[config.mk]
export PLATFORM = sky130hd
export DESIGN_NAME = pic_control_logic
export DESIGN_NICKNAME = d
export VERILOG_FILES = /design/src/rtl/pic_control_logic.sv
export SDC_FILE = /design/constraint.sdc
export NUM_CORES = 1
export LEC_CHECK = 0
export ABC_AREA = 1
export BUFFER_PORTS_ARGS = -buffer_cell sky130_fd_sc_hd__buf_4
export CAP_MARGIN = 40
export CORE_MARGIN = 2
export CORE_UTILIZATION = 56
export CTS_BUF_LIST = sky130_fd_sc_hd__clkbuf_4 sky130_fd_sc_hd__clkbuf_8
export CTS_CLUSTER_SIZE = 30
export DETAILED_ROUTE_END_ITERATION = 10
export PLACE_DENSITY = 0.83
export SLEW_MARGIN = 20
export SYNTH_ARGS = -nofsm -noshare
export SYNTH_HDL_FRONTEND = slang
export SYNTH_SLANG_ARGS = --single-unit
[constraint.sdc]
create_clock -name CLK -period 4.3 [get_ports CLK]
set_input_delay 0.43 -clock CLK [delete_from_list [all_inputs] [get_ports CLK]]
set_output_delay 0.43 -clock CLK [all_outputs]
set_load 0.02 [all_outputs]
[src/rtl/pic_control_logic.sv]
// rtl/pic_control_logic.sv - 8259 PIC interrupt control core
// Holds IRR/ISR/IMR, resolves rotating priority and sequences the two-pulse INTA vector handshake.
module pic_control_logic (
  input  logic       CLK,
  input  logic       RST,
  input  logic       cfg_we,
  input  logic [2:0] Flag,
  input  logic [7:0] cfg_data,
  input  logic [7:0] IR,
  input  logic       INTA_n,
  input  logic [2:0] read2control,
  output logic       INT,
  output logic [7:0] data_out,
  output logic       data_oe,
  output logic [7:0] status_out
);

  localparam logic [1:0] S_IDLE = 2'd0;
  localparam logic [1:0] S_ACK1 = 2'd1;
  localparam logic [1:0] S_ACK2 = 2'd2;

  logic [7:0] irr_q, irr_d, isr_q, isr_d, imr_q, imr_d;
  logic [7:0] blk_q, blk_d;
  logic [4:0] t_q, t_d;
  logic       ltim_q, ltim_d, aeoi_q, aeoi_d, rot_aeoi_q, rot_aeoi_d;
  logic [2:0] lowest_q, lowest_d, win_q, win_d;
  logic [7:0] ir_q;
  logic       inta_q;
  logic [1:0] state_q, state_d;
  logic       int_q, int_d, data_oe_q, data_oe_d;
  logic [7:0] data_out_q, data_out_d;

  logic [7:0] pend, ack_mask, eoi_clr, aeoi_clr;
  logic [3:0] p_top, s_top;
  logic       req, inta_fall, inta_rise, icw1;
  logic [2:0] lvl;

  // Returns {found, index} of the highest-priority set bit; priority runs low+1 .. low.
  function automatic logic [3:0] top_bit(input logic [7:0] m, input logic [2:0] low);
    logic [3:0] r;
    logic [2:0] idx;
    r = 4'd0;
    for (int i = 8; i >= 1; i--) begin
      idx = low + 3'(i);
      if (m[idx]) r = {1'b1, idx};
    end
    return r;
  endfunction

  function automatic logic [2:0] rank(input logic [2:0] idx, input logic [2:0] low);
    return idx - low - 3'd1;
  endfunction

  assign pend      = irr_q & ~imr_q;
  assign p_top     = top_bit(pend, lowest_q);
  assign s_top     = top_bit(isr_q, lowest_q);
  assign req       = p_top[3] && (!s_top[3] || (rank(p_top[2:0], lowest_q) < rank(s_top[2:0], lowest_q)));
  assign inta_fall = inta_q & ~INTA_n;
  assign inta_rise = ~inta_q & INTA_n;
  assign icw1      = cfg_we && (Flag == 3'd0);
  assign lvl       = cfg_data[2:0];

  always_comb begin
    state_d    = state_q;
    win_d      = win_q;
    data_out_d = data_out_q;
    data_oe_d  = data_oe_q;
    lowest_d   = lowest_q;
    rot_aeoi_d = rot_aeoi_q;
    aeoi_d     = aeoi_q;
    ltim_d     = ltim_q;
    t_d        = t_q;
    imr_d      = imr_q;
    ack_mask   = 8'd0;
    eoi_clr    = 8'd0;
    aeoi_clr   = 8'd0;

    case (state_q)
      S_IDLE: if (inta_fall) begin
        state_d = S_ACK1;
        if (req) begin
          win_d    = p_top[2:0];
          ack_mask = 8'd1 << p_top[2:0];
        end else begin
          win_d = 3'd7;
        end
      end
      S_ACK1: if (inta_fall) begin
        state_d    = S_ACK2;
        data_out_d = {t_q, win_q};
        data_oe_d  = 1'b1;
      end
      S_ACK2: if (inta_rise) begin
        state_d   = S_IDLE;
        data_oe_d = 1'b0;
        if (aeoi_q) begin
          aeoi_clr = 8'd1 << win_q;
          if (rot_aeoi_q) lowest_d = win_q;
        end
      end
      default: state_d = S_IDLE;
    endcase

    if (cfg_we) begin
      case (Flag)
        3'd1: t_d    = cfg_data[7:3];
        3'd3: aeoi_d = cfg_data[1];
        3'd4: imr_d  = cfg_data;
        3'd5: case (cfg_data[7:5])
          3'b001: if (s_top[3]) eoi_clr = 8'd1 << s_top[2:0];
          3'b011: eoi_clr = 8'd1 << lvl;
          3'b101: if (s_top[3]) begin
            eoi_clr  = 8'd1 << s_top[2:0];
            lowest_d = s_top[2:0];
          end
          3'b111: begin
            eoi_clr  = 8'd1 << lvl;
            lowest_d = lvl;
          end
          3'b110: lowest_d = lvl;
          3'b100: rot_aeoi_d = 1'b1;
          3'b000: rot_aeoi_d = 1'b0;
          default: ;
        endcase
        default: ;
      endcase
    end

    // An acknowledge setting a bit beats any clear of that bit in the same cycle.
    isr_d = (isr_q & ~eoi_clr & ~aeoi_clr) | ack_mask;
    // Level mode: an acknowledged line stays blocked until it drops low.
    blk_d = ltim_q ? ((blk_q | ack_mask) & IR) : 8'd0;
    irr_d = ltim_q ? (IR & ~blk_d) : ((irr_q & ~ack_mask) | (IR & ~ir_q));
    int_d = (state_q == S_IDLE) && !inta_fall && req;

    if (icw1) begin
      irr_d      = 8'd0;
      isr_d      = 8'd0;
      imr_d      = 8'd0;
      blk_d      = 8'd0;
      lowest_d   = 3'd7;
      aeoi_d     = 1'b0;
      rot_aeoi_d = 1'b0;
      ltim_d     = cfg_data[3];
      state_d    = S_IDLE;
      int_d      = 1'b0;
      data_oe_d  = 1'b0;
      data_out_d = 8'd0;
    end
  end

  always_ff @(posedge CLK) begin
    ir_q   <= IR;
    inta_q <= INTA_n;
    if (RST) begin
      irr_q      <= 8'd0;
      isr_q      <= 8'd0;
      imr_q      <= 8'd0;
      blk_q      <= 8'd0;
      t_q        <= 5'd0;
      ltim_q     <= 1'b0;
      aeoi_q     <= 1'b0;
      rot_aeoi_q <= 1'b0;
      lowest_q   <= 3'd7;
      win_q      <= 3'd0;
      state_q    <= S_IDLE;
      int_q      <= 1'b0;
      data_oe_q  <= 1'b0;
      data_out_q <= 8'd0;
    end else begin
      irr_q      <= irr_d;
      isr_q      <= isr_d;
      imr_q      <= imr_d;
      blk_q      <= blk_d;
      t_q        <= t_d;
      ltim_q     <= ltim_d;
      aeoi_q     <= aeoi_d;
      rot_aeoi_q <= rot_aeoi_d;
      lowest_q   <= lowest_d;
      win_q      <= win_d;
      state_q    <= state_d;
      int_q      <= int_d;
      data_oe_q  <= data_oe_d;
      data_out_q <= data_out_d;
    end
  end

  always_comb begin
    status_out = 8'd0;
    case (read2control)
      3'b011:         status_out = imr_q;
      3'b001, 3'b111: status_out = irr_q;
      3'b101:         status_out = isr_q;
      default:        status_out = 8'd0;
    endcase
  end

  assign INT      = int_q;
  assign data_out = data_out_q;
  assign data_oe  = data_oe_q;

endmodule

==> out/qor.csv, run 1 <==
metric,value,unit
setup_viol,0,
crit_required,4540,ps
r2r_cells,29,
clkTransAtPathRegs,70,ps
ff2ff_setup_slack,190,ps
nFillCells,671,
grt_pass1_wl,23290,um
ys_seq_elements,67,
regArea,1348,um2
max_stage_delay,390,ps
start_util,57.41,%
first_pass_iters,5,
synth_compound_area_share,13.50,%
synth_edf_count,0,
synthFlopType,dfxtp_1,
worstSetupEndpointType,flop,
status,"finished, final reports clean",
syn_area,4669,um2
cts_tree,done,
ys_seq_area_share,28.72,%
hp-start,IR[6],
yosys_warnings,0,
mostFrequentLayoutCell,nand2_1,
whs_endpoint,ir_q[6],
period_share,95.58,%
async_flop_share,0,%
clk_path_buf_depth,2,
layout_common_cells,"nand2_1 (197), nand3_1 (80), inv_1 (75)",
p_leak,0.002629,uW
place.gp.congestion,0.9789,
cp.arrival,4350,ps
final_net_count,814,
ant_nets,0,
cpMostUsedCell,nand2_1,
drcViolationCount,0,
cts_buffers,9,
die_area,9085,um2
powerDensity,354.3,nW/um2
cp-start-kind,flop,
hold_class,input port to flop,
synthSimpleGateAreaFrac,42.50,%
n_antenna_cell,0,
track_usage,33.68,%
worstMarginPinSlew,708.9,ps
rows,33,
drt_iter0_markers,476,
clkLatencyLatePin,350,ps
yosysUniqueCellTypes,46,
hold_path_depth,1,
grt_pass1_vias,4826,
crit_slowest_cell,fa_2,
muxShareOfSynthArea,0,%
layout_setup_ws,189.9,ps
syn-num-nets,751,
synthXorXnorAreaFrac,3.055,%
drv_slew,0,
maxCapViolCount,0,
multi_input_area,3115,um2
r2r_end,irr_q[0],
irDropWorstVdd,0.3360,mV
relSlewSlack,52.56,%
vias,5235,
synth_top_family_by_area,simple AND/OR/NAND/NOR gates,
fp.dieH,95.32,um
yosysTopAreaCell,dfxtp_1,
htree_levels,3,
core,8134,um2
root_buffer,clkbuf_8,
grt-ovfl-total,0,
synthAdderAreaFrac,2.465,%
dieWidth,95.32,um
finalHoldViolCount,0,
viasPerCell,5.889,
ios,44,
dp_hpwl,11550,um
place_area,5187,um2
netlist.area_leader.share,28.72,%
numClockSinks,67,
grt_start_max_net_pins,21,
synthToLayoutAreaGrowth,22.75,%
syn_inst,717,
cp_max_fo,19,
r2r_start,lowest_q[0],
synthTopCellsByArea,"dfxtp_1 (29%), nand2_1 (16%), nand3_1 (11%), a21oi_1 (6.2%), inv_1 (6.2%)",
crit_type,flop to flop,
clock_skew,6.605,ps
grt_antenna_before_repair,0,
period_needed,4110,ps
wl_per_cell,17.51,um
clock.fmax,243.3,MHz
avgSynthCellArea,6.513,um2
hold_buffers,0,
postLayoutCellArea,5732,um2
drive_gt1_share,24.74,%
wl,15570,um
post-place-ws,-5.504,ps
numPortBuffers,43,
==> synth_stat cells (3+ instances only) <==
cell	n
nand2_1	202
nand3_1	106
inv_1	77
dfxtp_1	67
a21oi_1	58
nor2_1	46
o21ai_0	22
nand3_2	16
nand2_2	12
inv_2	10
nand4_1	10
clkbuf_1	9
a21boi_0	6
ha_1	6
o21ai_1	6
buf_2	5
nor3_1	5
o211ai_1	4
a21oi_2	3
nand2_4	3
nor2_4	3
nor3_2	3
xor2_1	3
==> state kept, by name, indices dropped and copies added (netlist names) <==
register / cells
data_oe: 1
ltim_q: 1
ir_q: 8
lowest_q: 3
state_q: 2
aeoi_q: 1
INT: 1
inta_q: 1
win_q: 3
irr_q: 8
rot_aeoi_q: 1
isr_q: 8
imr_q: 8
t_q: 5
blk_q: 8
data_out: 8
==> logic make-up after synthesis <==
family                   Yosys count
AO/OA/AOI/OAI                    111
XOR/XNOR                           9
buffers and inverters            108
adder cells (fa/ha/maj)            8
flip-flops                        67
AND/OR/NAND/NOR                  414
==> layer usage <==
layer  track usage [%]  wire (um)
met5                 0          0
met4             16.18        679
met2             56.40       7451
met3             6.008       1308
met1             41.77       6129
==> area by class of cell <==
type / count / share of cell area, %
well taps: 105 / 2.292
clock inverters: 6 / 1.965
repair buffers: 71 / 9.758
clock buffers: 9 / 2.161
multi-input cells: 542 / 54.35
inverters: 89 / 5.959
flip-flops and latches: 67 / 23.51
==> report_power, final <==
part           internal [uW]  switching [uW]  total (uW)
clock network            385             254         639
registers                649            35.8         685
logic                    246             461         707
==> worst max-delay path, delay by kind of cell, from the launching register on <==
kind / cells / cell delay, ps
AOI/OAI and AO/OA: 2 / 220
and+or+nand+nor: 21 / 2050
buffers and inverters: 2 / 310
adders and majority gates: 2 / 700
DFF: 1 / 340
xor gates and xnor gates: 2 / 370
==> per-stage QoR <==
stage | power, uW | TNS (ps) | util [%] | std cells | hold WS [ps]
5_1_grt | 2110 | -75.26 | 70.47 | 889 | 183.2
3_3_place_gp | 1309 | 0 | 63.59 | 868 | 441.0
3_5_place_dp | 1329 | -8.851 | 63.77 | 869 | 458.8
6_report | 2031 | 0 | 70.47 | 889 | 192.3
2_1_floorplan | 1134 | 0 | - | 717 | 432.6
4_1_cts | 1963 | 0 | 66.77 | 884 | 186.5
==> timing repair <==
action | 4_1_cts | 5_1_grt
cloned | 0 | 1
setup endpoints to repair | 8 | 24
pin swaps | 0 | 11
buffers inserted | 0 | 4
hold endpoints to repair | 0 | 0
gates resized for setup | 2 | 57
==> worst max-delay path by stage <==
stage,depth (start not counted),from,slack [ps],endpoint
final,29,lowest_q[0],190,irr_q[0]
after global routing,29,lowest_q[0],-40,irr_q[1]
after CTS,27,lowest_q[1],50,irr_q[0]
after detailed placement,27,lowest_q[1],-6,irr_q[0]
after global placement,27,lowest_q[1],8,irr_q[1]
after floorplan,30,lowest_q[1],30,irr_q[0]
Power figures use the tool's default switching activity.
==> run 2, diff against run 1 <==
--- a/config.mk
+++ b/config.mk
@@ -5,7 +5,6 @@
 export SDC_FILE = /design/constraint.sdc
 export NUM_CORES = 1
 export LEC_CHECK = 0
-export ABC_AREA = 1
 export BUFFER_PORTS_ARGS = -buffer_cell sky130_fd_sc_hd__buf_4
 export CAP_MARGIN = 40
 export CORE_MARGIN = 2
==> out/qor.csv, run 2 <==
metric,value,unit
crit_required,4530,ps
synthTopCellsByCount,"dfxtp_1 (67), nand2_1 (55), mux2i_1 (48), nor2_1 (45), a21oi_1 (21)",
clk_path_buf_depth,2,
period_needed,4434,ps
grt_start_max_net_pins,31,
htree_levels,3,
ys_seq_elements,67,
setup_viol,24,
layout_setup_ws,-134.3,ps
wl_per_cell,20.45,um
synth_edf_count,0,
core,8721,um2
drt_iter0_markers,424,
async_flop_share,0,%
wl,15890,um
fp.dieH,98.63,um
synthFlopType,dfxtp_1,
grt_pass1_vias,5005,
hold_buffers,0,
period_share,103.1,%
wl_met2,7652,um
worstMarginPinSlew,729.3,ps
max_stage_delay,570,ps
powerDensity,325.7,nW/um2
cts_buffers,9,
finalHoldViolCount,0,
maxCapViolCount,0,
wl_met3,1369,um
ys_seq_area_share,26.75,%
post-synth-top-count-cell,dfxtp_1,
clkLatencyLatePin,340,ps
grt_pass1_wl,25440,um
die_area,9728,um2
track_usage,32.60,%
grt-ovfl-total,0,
drive_gt1_share,32.29,%
dp_hpwl,11700,um
drv_slew,0,
place.gp.congestion,0.9711,
yosys_warnings,0,
cp.arrival,4670,ps
p_leak,0.002754,uW
cp_max_fo,8,
final_net_count,698,
ant_nets,0,
irDropWorstVdd,0.3001,mV
syn_area,5015,um2
status,"finished, violations left",
wl_met1,6267,um
layout_common_cells,"buf_4 (114), dfxtp_1 (65), nand2_1 (54)",
p_comb_share,39.2,%
rows,34,
root_buffer,clkbuf_8,
cp-start-kind,flop,
mostFrequentLayoutCell,buf_4,
intPower,1376,uW
n_antenna_cell,0,
drcViolationCount,0,
nFillCells,604,
start_util,57.50,%
grt_antenna_before_repair,0,
first_pass_iters,5,
switchingPower,710.6,uW
cts_tree,done,
clock_skew,11.82,ps
viasPerCell,6.669,
worstSetupEndpointType,flop,
ios,44,
postLayoutCellArea,6407,um2
avgSynthCellArea,8.829,um2
synthTopCellsByArea,"dfxtp_1 (27%), mux2i_1 (9.6%), mux4_2 (8.1%), nand2_1 (4.1%), nor2_1 (3.4%)",
dieWidth,98.63,um
clkTransAtPathRegs,70,ps
clock.fmax,225.5,MHz
synthToLayoutAreaGrowth,27.77,%
relSlewSlack,51.28,%
setup_tns,-1693,ps
violations,setup timing,
yosysTopAreaCell,dfxtp_1,
numPortBuffers,43,
yosysUniqueCellTypes,80,
p_sw_share,34.05,%
crit_type,flop to flop,
p_clk_share,28.0,%
crit_slowest_cell,mux4_2,
syn_inst,568,
hold_class,input port to flop,
rsz0062_at_grt,yes,
place_area,5907,um2
p_seq_share,32.8,%
top_layer,met4,
numClockSinks,67,
vias,5182,
netlist.area_leader.share,26.75,%
path_cells,"buf_12, buf_4, mux4_2, mux2_2, a21oi_1, o21ai_0, a21oi_2, inv_1, ha_1, fa_2, xnor2_2, xnor2_1, ha_1, nor2b_4, o32ai_4, nand2_2, nor2_4, nand4_1, buf_4, a32o_1",
syn-num-nets,602,
[run 2: changes by cell type after synthesis, moves of 11 or more]
cell and change:
nor2b_1 +15, inv_1 -57, nand3_1 -89, o311ai_0 +11
a21oi_1 -37, mux4_2 +18, mux2_2 +13, clkbuf_1 +11
nand2_2 -11, mux2i_1 +48, nand2_1 -147, nand3_2 -16
nand2b_1 +11
[run 2: area by class of cell]
class,count,area (um2),share of cell area [%]
clock buffers,10,137.6,2.148
clock inverters,6,88.84,1.386
inverters,25,105.1,1.640
multi-input cells,441,3630,56.65
flip-flops and latches,67,1346,21.01
well taps,108,135.1,2.109
repair buffers,120,964.7,15.06
[run 2: per-layer routing]
layer | GRT usage, % | up-vias
met3 | 5.532 | 52
met4 | 14.23 | 0
met5 | 0 | -
met1 | 41.71 | 2452
li1 | - | 2357
met2 | 54.47 | 321
[run 2: timing repair]
item	in CTS	in global routing
buffers inserted	11	3
endpoints found under the setup margin	24	28
gates cloned	1	0
pin swaps	11	3
resized for setup	15	12
[run 2: per-stage QoR]
step / hold WS [ps] / setup slack [ps] / util (%) / std cells / power, uW
after floorplan: 428.7 / -87.25 / - / 568 / 1149
after global routing: 191.7 / -277.5 / 73.47 / 777 / 2173
final: 208.7 / -134.3 / 73.47 / 777 / 2087
after CTS: 201.6 / -32.38 / 72.41 / 773 / 2033
after detailed placement: 446.8 / -316.1 / 67.73 / 745 / 1404
after global placement: 441.7 / -152.4 / 67.73 / 745 / 1385
[run 2: worst paths after layout]
kind,from,to,slack (ps),cells past startpoint
setup / recovery,lowest_q[0],irr_q[0],-130,20
hold / removal,IR[1],ir_q[1],210,1
setup reg to reg,lowest_q[0],irr_q[0],-130,20
hold reg to reg,data_out[2],data_out[2],460,2
[run 2: worst max-delay path, delay by kind of cell (launching register included)]
family	cells	cell delay, ps
XOR/XNOR	2	290
flip-flops	1	460
AND/OR/NAND/NOR	4	510
AO/OA/AOI/OAI	5	800
adder cells (fa/ha/maj)	3	860
buffers and inverters	4	510
multiplexers	2	880
[run 2: power by group through the flow]
stage | sequential [uW] | clock, uW | combinational [uW]
after floorplan | 691 | 0 | 458
after global placement | 695 | 0 | 689
after detailed placement | 696 | 0 | 707
after CTS | 682 | 590 | 761
after global routing | 687 | 617 | 868
final | 684 | 585 | 818
[run 2: kinds of logic (layout without fill, tap and decap cells)]
| family | count (synthesis) | count (layout) | share of synthesized area [%] |
|---|---|---|---|
| AND/OR/NAND/NOR | 207 | 207 | 21.51 |
| AO/OA/AOI/OAI | 133 | 133 | 20.21 |
| multiplexers | 84 | 84 | 22.46 |
| flip-flops | 67 | 67 | 26.75 |
| buffers and inverters | 60 | 161 | 5.214 |
| XOR/XNOR | 9 | 9 | 1.572 |
| adder cells (fa/ha/maj) | 8 | 8 | 2.295 |
